File: src/rtl/wb_arb_pkg.sv
// ----------------------------------------------------------------------------
// wb_arb_pkg
//   Shared types and helpers for the per-slave Wishbone round-robin arbiter.
//   - arb_state_e : arbiter FSM states (IDLE, BUSY, TOUT).
//   - rr_pick()   : round-robin search. It returns the first requesting index
//                   after last_idx, wrapping modulo n_master.
//   The helper works on a fixed maximum width (MAX_MASTER). Callers zero-extend
//   their request vector and slice the returned index down to their own width.
// ----------------------------------------------------------------------------
package wb_arb_pkg;

    localparam int unsigned MAX_MASTER = 16;
    localparam int unsigned MAX_IDX_W  = 4;

    typedef enum logic [1:0] {
        IDLE = 2'd0,
        BUSY = 2'd1,
        TOUT = 2'd2
    } arb_state_e;

    typedef struct packed {
        logic                 found;
        logic [MAX_IDX_W-1:0] idx;
    } rr_pick_t;

    // Candidates are visited in the order last_idx+1, last_idx+2, ... with
    // wrap-around. last_idx itself is visited last. n_master must be >= 1.
    function automatic rr_pick_t rr_pick(input logic [MAX_MASTER-1:0] req,
                                         input int unsigned           n_master,
                                         input int unsigned           last_idx);
        rr_pick_t    res;
        int unsigned cand;
        res = '{found: 1'b0, idx: '0};
        for (int unsigned k = 1; k <= MAX_MASTER; k++) begin
            cand = (last_idx + k) % n_master;
            if ((k <= n_master) && !res.found && req[cand[MAX_IDX_W-1:0]]) begin
                res.found = 1'b1;
                res.idx   = cand[MAX_IDX_W-1:0];
            end
        end
        return res;
    endfunction

endpackage

File: src/rtl/wb_arb_watchdog.sv
// ----------------------------------------------------------------------------
// wb_arb_watchdog
//   Bus-timeout counter for one arbiter instance.
//   Ports:
//     clk       in   system clock
//     rstn_i    in   asynchronous active-low reset
//     en_i      in   current cycle is a stalled cycle (STB high, no ACK/ERR)
//     clr_i     in   restart the count (ACK, ERR, STB low, or not busy)
//     expire_o  out  this stalled cycle is the TIMEOUT_CYCLES-th in a row
//     tout_o    out  registered one-cycle pulse that follows expire_o
//   expire_o fires during the stalled cycle that completes the threshold. An
//   ACK in that same cycle drops en_i, so ACK wins over the timeout.
//   TIMEOUT_CYCLES = 0 disables expiry.
// ----------------------------------------------------------------------------
module wb_arb_watchdog #(
    parameter int unsigned TIMEOUT_CYCLES = 256,
    parameter int unsigned CNT_W          = 9
) (
    input  logic clk,
    input  logic rstn_i,
    input  logic en_i,
    input  logic clr_i,
    output logic expire_o,
    output logic tout_o
);

    localparam logic [CNT_W-1:0] LAST_CNT =
        (TIMEOUT_CYCLES == 0) ? '0 : CNT_W'(TIMEOUT_CYCLES - 1);

    logic [CNT_W-1:0] cnt_q, cnt_d;
    logic             tout_q, tout_d;

    assign expire_o = (TIMEOUT_CYCLES != 0) && en_i && (cnt_q == LAST_CNT);
    assign tout_o   = tout_q;

    // NOTE: every signal written here gets a default first, so no path
    // leaves it unassigned and no latch is inferred.
    always_comb begin
        cnt_d  = cnt_q;
        tout_d = expire_o;
        if (clr_i || expire_o) begin
            cnt_d = '0;
        end else if (en_i) begin
            cnt_d = cnt_q + CNT_W'(1);
        end
    end

    // NOTE: state registers use non-blocking assignments so that every flop
    // samples the values from before the clock edge.
    always_ff @(posedge clk or negedge rstn_i) begin
        if (!rstn_i) begin
            cnt_q  <= '0;
            tout_q <= 1'b0;
        end else begin
            cnt_q  <= cnt_d;
            tout_q <= tout_d;
        end
    end

endmodule

File: src/rtl/wb_rr_arbiter.sv
// ----------------------------------------------------------------------------
// wb_rr_arbiter
//   Round-robin arbiter that shares one Wishbone slave port among N_MASTER
//   masters (N_MASTER <= 16). The grant is held for a whole CYC burst. A
//   watchdog ends transfers that stall for too long with a forced error.
//   Ports:
//     clk          in   system clock
//     rstn_i       in   asynchronous active-low reset
//     req_cyc_i    in   per-master CYC, already decoded for this slave
//     req_stb_i    in   per-master STB, already decoded for this slave
//     slv_ack_i    in   slave ACK
//     slv_err_i    in   slave ERR
//     gnt_o        out  one-hot grant, zero when idle
//     gnt_idx_o    out  binary index of the granted master (mux select)
//     gnt_valid_o  out  a grant is active
//     tout_err_o   out  one-cycle forced ERR for the granted master
//     slv_cyc_o    out  CYC toward the slave (suppressed after a timeout)
// ----------------------------------------------------------------------------
module wb_rr_arbiter
    import wb_arb_pkg::*;
#(
    parameter int unsigned N_MASTER       = 4,
    parameter int unsigned TIMEOUT_CYCLES = 256,
    parameter int unsigned CNT_W          = 9
) (
    input  logic                        clk,
    input  logic                        rstn_i,
    input  logic [N_MASTER-1:0]         req_cyc_i,
    input  logic [N_MASTER-1:0]         req_stb_i,
    input  logic                        slv_ack_i,
    input  logic                        slv_err_i,
    output logic [N_MASTER-1:0]         gnt_o,
    output logic [$clog2(N_MASTER)-1:0] gnt_idx_o,
    output logic                        gnt_valid_o,
    output logic                        tout_err_o,
    output logic                        slv_cyc_o
);

    localparam int unsigned IDX_W = $clog2(N_MASTER);

    arb_state_e             state_q, state_d;
    logic [IDX_W-1:0]       gnt_idx_q, gnt_idx_d;
    logic [IDX_W-1:0]       last_idx_q, last_idx_d;
    logic                   gnt_valid_q, gnt_valid_d;

    logic [MAX_MASTER-1:0]  req_ext, req_rel;
    rr_pick_t               pick_idle, pick_rel;
    logic                   cyc_gnt, stb_gnt;
    logic                   wd_en, wd_expire, wd_tout;
    logic                   unused_pick_bits;

    // Only CYC takes part in arbitration. When a grant is released, the
    // releasing master is masked out so it cannot win again at once.
    always_comb begin
        req_ext                         = '0;
        req_ext[N_MASTER-1:0]           = req_cyc_i;
        req_rel                         = req_ext;
        req_rel[MAX_IDX_W'(gnt_idx_q)]  = 1'b0;
    end

    assign pick_idle = rr_pick(req_ext, N_MASTER, 32'(last_idx_q));
    assign pick_rel  = rr_pick(req_rel, N_MASTER, 32'(gnt_idx_q));

    // The index bits above IDX_W are always zero for N_MASTER masters.
    assign unused_pick_bits = ^{pick_idle.idx, pick_rel.idx};

    assign cyc_gnt = req_cyc_i[gnt_idx_q];
    assign stb_gnt = req_stb_i[gnt_idx_q];

    // A stall counts only while BUSY. In TOUT, late ACK/ERR are ignored and
    // the count stays cleared.
    assign wd_en = (state_q == BUSY) && cyc_gnt && stb_gnt && !slv_ack_i && !slv_err_i;

    wb_arb_watchdog #(
        .TIMEOUT_CYCLES (TIMEOUT_CYCLES),
        .CNT_W          (CNT_W)
    ) u_watchdog (
        .clk      (clk),
        .rstn_i   (rstn_i),
        .en_i     (wd_en),
        .clr_i    (!wd_en),
        .expire_o (wd_expire),
        .tout_o   (wd_tout)
    );

    always_comb begin
        state_d     = state_q;
        gnt_idx_d   = gnt_idx_q;
        gnt_valid_d = gnt_valid_q;
        last_idx_d  = last_idx_q;
        unique case (state_q)
            IDLE: begin
                if (pick_idle.found) begin
                    state_d     = BUSY;
                    gnt_idx_d   = pick_idle.idx[IDX_W-1:0];
                    gnt_valid_d = 1'b1;
                end
            end
            BUSY, TOUT: begin
                if (!cyc_gnt) begin
                    // Release and re-arbitrate in the same cycle, so there is
                    // no dead cycle between back-to-back owners.
                    last_idx_d = gnt_idx_q;
                    if (pick_rel.found) begin
                        state_d   = BUSY;
                        gnt_idx_d = pick_rel.idx[IDX_W-1:0];
                    end else begin
                        state_d     = IDLE;
                        gnt_idx_d   = '0;
                        gnt_valid_d = 1'b0;
                    end
                end else if ((state_q == BUSY) && wd_expire) begin
                    state_d = TOUT;
                end
            end
            default: begin
                state_d     = IDLE;
                gnt_idx_d   = '0;
                gnt_valid_d = 1'b0;
            end
        endcase
    end

    always_ff @(posedge clk or negedge rstn_i) begin
        if (!rstn_i) begin
            state_q     <= IDLE;
            gnt_idx_q   <= '0;
            gnt_valid_q <= 1'b0;
            last_idx_q  <= IDX_W'(N_MASTER - 1);
        end else begin
            state_q     <= state_d;
            gnt_idx_q   <= gnt_idx_d;
            gnt_valid_q <= gnt_valid_d;
            last_idx_q  <= last_idx_d;
        end
    end

    always_comb begin
        gnt_o = '0;
        if (gnt_valid_q) begin
            gnt_o[gnt_idx_q] = 1'b1;
        end
    end

    assign gnt_idx_o   = gnt_idx_q;
    assign gnt_valid_o = gnt_valid_q;
    assign tout_err_o  = wd_tout;
    assign slv_cyc_o   = gnt_valid_q && cyc_gnt && (state_q != TOUT);

endmodule

File: config.mk
export PLATFORM = sky130hd
export DESIGN_NAME = wb_rr_arbiter
export DESIGN_NICKNAME = d
export VERILOG_FILES = /design/src/rtl/wb_arb_pkg.sv /design/src/rtl/wb_arb_watchdog.sv /design/src/rtl/wb_rr_arbiter.sv
export SDC_FILE = /design/constraint.sdc
export NUM_CORES = 1
export LEC_CHECK = 0
export CORE_MARGIN = 5
export CORE_UTILIZATION = 35
export DETAILED_ROUTE_END_ITERATION = 7
export PLACE_DENSITY = 0.56
export SLEW_MARGIN = 20
export SYNTH_ARGS = -nofsm -noshare
export SYNTH_HDL_FRONTEND = slang
export SYNTH_HIERARCHICAL = 1
export SYNTH_SLANG_ARGS = --single-unit
File: constraint.sdc
create_clock -name clk -period 3.4 [get_ports clk]
set_clock_uncertainty 0.2 [all_clocks]
set_input_delay 0.85 -clock clk [delete_from_list [all_inputs] [get_ports clk]]
set_output_delay 0.85 -clock clk [all_outputs]
set_load 0.005 [all_outputs]
==> summary.txt <==
Global route
  • Global-route wire length before repair: 5730 um
  • GRT Overall Usage: 13.4%
  • Vias in the first global route: 1172
  • GR Overflow Total: 0
  • Antenna violations before repair: 0
  • Largest net degree at the start of global routing: 18

Routing
  • WL per Instance: roughly 14 um
  • Post-route ant nets: 0
  • DRC viols: 0
  • Initial DRC Count: 77
  • Avg Vias per Cell: 5.35
  • First drt pass iteration count: 4
  • Final WL: 3320 um
  • Via count: 1231

STA
  • Fin. max-slew vios: 0
  • Slew @ Worst Pin: 0.799 ns
  • RSZ-0062 raised after global routing: no
  • Final setup viols: 0
  • Fmax: 309 MHz
  • TNS Setup: 0 ns
  • Minimum clock period: ~3.2 ns
  • Period utilization: 95.2%
  • Max-slew headroom: 46.6%
  • Hold WS: 0.360 ns
  • Final Hold Vio Count: 0

Finish
  • Final Non-Filler Cells: 230
  • N_diodes: 0
  • Share of cells above drive strength 1: 14.4%
  • Synthesis-to-finish area growth: 22.0%
  • Design Area, Final: 1750 um2
  • NumNets Final: 203

Clock tree
  • Num CTS Buffers: 3
  • CTS root buf: clkbuf_8
  • TritonCTS Sinks: 17
  • CTS tree: built
  • CTS Hold Bufs: 0
  • Clock tree buffer depth: 2
  • # H-tree levels: 1
  • Post-CTS Setup Inserts: 0
  • Clock Pin Slew Worst Setup and Hold Paths: ~0.060 ns
  • Later-pin clock latency in the skew report: 0.25 ns
  • Post-CTS Resized: 1

Yosys
  • Most frequent cell after synthesis: dfrtp_1
  • Synthesized instance count: 157
  • Post-synthesis net count: 179
  • Ys async rst share: 100%
  • Synthesized area per cell: between 9 and 10 um2
  • FF+latch count, synth: 17
  • Post-synth top area share: 26.2%
  • Leading area contributor after synthesis: dfrtp_1
  • Number of flops mapped to enable cells by yosys: 0
  • Mapped Area: between 1000 and 1500 um2
  • Synth Flop Type: dfrtp_1
  • Sequential area share after synthesis: 29.8%
  • Count of different cell masters after synthesis: 46
  • Yosys warnings: 6
  • Most instantiated cells after synthesis: dfrtp_1, nor2_1, o21ai_0
  • Area contributors post-synth: dfrtp_1, ha_1, mux4_2, o21ai_0, dfstp_2

Place
  • HPWL after detailed placement: 2530 um
  • Placed cells: 226
  • GPL Wtd Cong: just under 0.9
  • Port buffer count: 20
  • Placed instance area: 1710 um2

Setup path
  • Worst path cell trace: clkdlybuf4s50_1 > mux4_2 > inv_1 > nor3b_1 > dlygate4sd2_1
  • CP max stage cell: mux4_2
  • Buf+Inv Stages, Crit Path: 3
  • FF-to-FF Start: last_idx_q[1]
  • R2R Setup Slk: 0.99 ns
  • Crit path kind: input pin to output port
  • Reg2Reg Depth: 4
  • Critical Path RT: around 2.4 ns
  • Startpoint types: input pin
  • Worst path max stage delay: 0.51 ns
  • Delay-heaviest family, CP: buffers and inverters
  • CP max FO: 2
  • CP arrival: 2.19 ns
  • RR Endpoint: gnt_valid_o
  • CP Capture Type: output port

Floorplanning
  • Initial Utilization: between 30% and 40%
  • Die ar.: roughly 5500 um2
  • Num rows: 23
  • Ports: 21
  • Core area: ~4000 um2
  • Die Height: 74.0 um
  • Chip Width: 74.0 um

Min path
  • Worst hold path cell count: 2
  • Min-delay worst type: register to register
  • Min-delay src: u_watchdog/cnt_q[5]
  • End of the worst hold path: u_watchdog/cnt_q[5]

Job
  • Max Cap Viol: 0

Status
  • Status: finished, final reports clean

Pwr
  • P per Cell Area: 649 nW/um2
  • VDD IR-drop max: 0.165 mV
  • Pleak: 0.688 nW
final cells by class:
class	count	area [um2]
fill	376	2250
multi-input combinational	122	921
sequential	17	428
timing repair buffer	28	259
tap	50	62.6
clock buffer	4	45.0
inverter	9	33.8
worst min-delay path, delay by kind of cell (launching register included):
kind / cells / cell delay [ns]
AOI/OAI and AO/OA: 1 / 0.05
and+or+nand+nor: 1 / 0.11
DFF: 1 / 0.36
layout by cell type, fill, tap and decap left out, types with 6 or more instances in the layout:
master and instances:
buf_4 8, clkdlybuf4s50_1 19, nor2_1 14, nand2_1 8, a21oi_1 7, nor3b_1 6, o21ai_0 13, dfrtp_1 15
inv_1 9, ha_1 10
stage by stage:
step / setup slack, ns / power (mW) / util [%]
final: 0.162 / 1.14 / 43.7
after global routing: 0.0959 / 1.23 / 43.7
after CTS: 0.160 / 1.15 / 43.7
after detailed placement: -0.0438 / 0.988 / 42.6
after global placement: -0.0449 / 0.981 / 42.6
after floorplan: 0.697 / 0.765 / -
cell families (layout without fill, tap and decap cells):
kind of cell | Yosys count | count (layout) | share of synthesized area, %
AOI/OAI and AO/OA | 39 | 39 | 19.2
xor gates and xnor gates | 4 | 4 | 2.44
DFF | 17 | 17 | 29.8
adders and majority gates | 10 | 10 | 8.73
and+or+nand+nor | 61 | 61 | 23.5
muxes | 8 | 8 | 10.4
buffers and inverters | 18 | 41 | 5.93
worst max path at each step:
stage | start | end | depth (start not counted)
floorplan | req_cyc_i[2] | slv_cyc_o | 4
global placement | req_cyc_i[0] | slv_cyc_o | 5
detailed placement | req_cyc_i[2] | slv_cyc_o | 5
CTS | req_cyc_i[3] | slv_cyc_o | 5
global route | req_cyc_i[3] | slv_cyc_o | 5
finish | req_cyc_i[3] | slv_cyc_o | 5
state kept, by name, summed over array words and instances (netlist names):
| signal | flops |
|---|---|
| gnt_valid_o | 1 |
| state_q | 2 |
| last_idx_q | 2 |
| gnt_idx_o | 2 |
| u_watchdog/tout_o | 1 |
| u_watchdog/cnt_q | 9 |
routing by layer:
metal  track usage [%]  routed length [um]
met5                 0                   0
met4              3.02                  13
met3              2.97                 130
met2              20.6                1540
met1              19.2                1640
power by group:
part	leakage (nW)	internal (mW)	switching, mW
registers	0.222	0.248	0.0738
clock network	0.0228	0.0831	0.0673
logic	0.443	0.357	0.306
No activity file was read; power rests on OpenSTA's default activity.
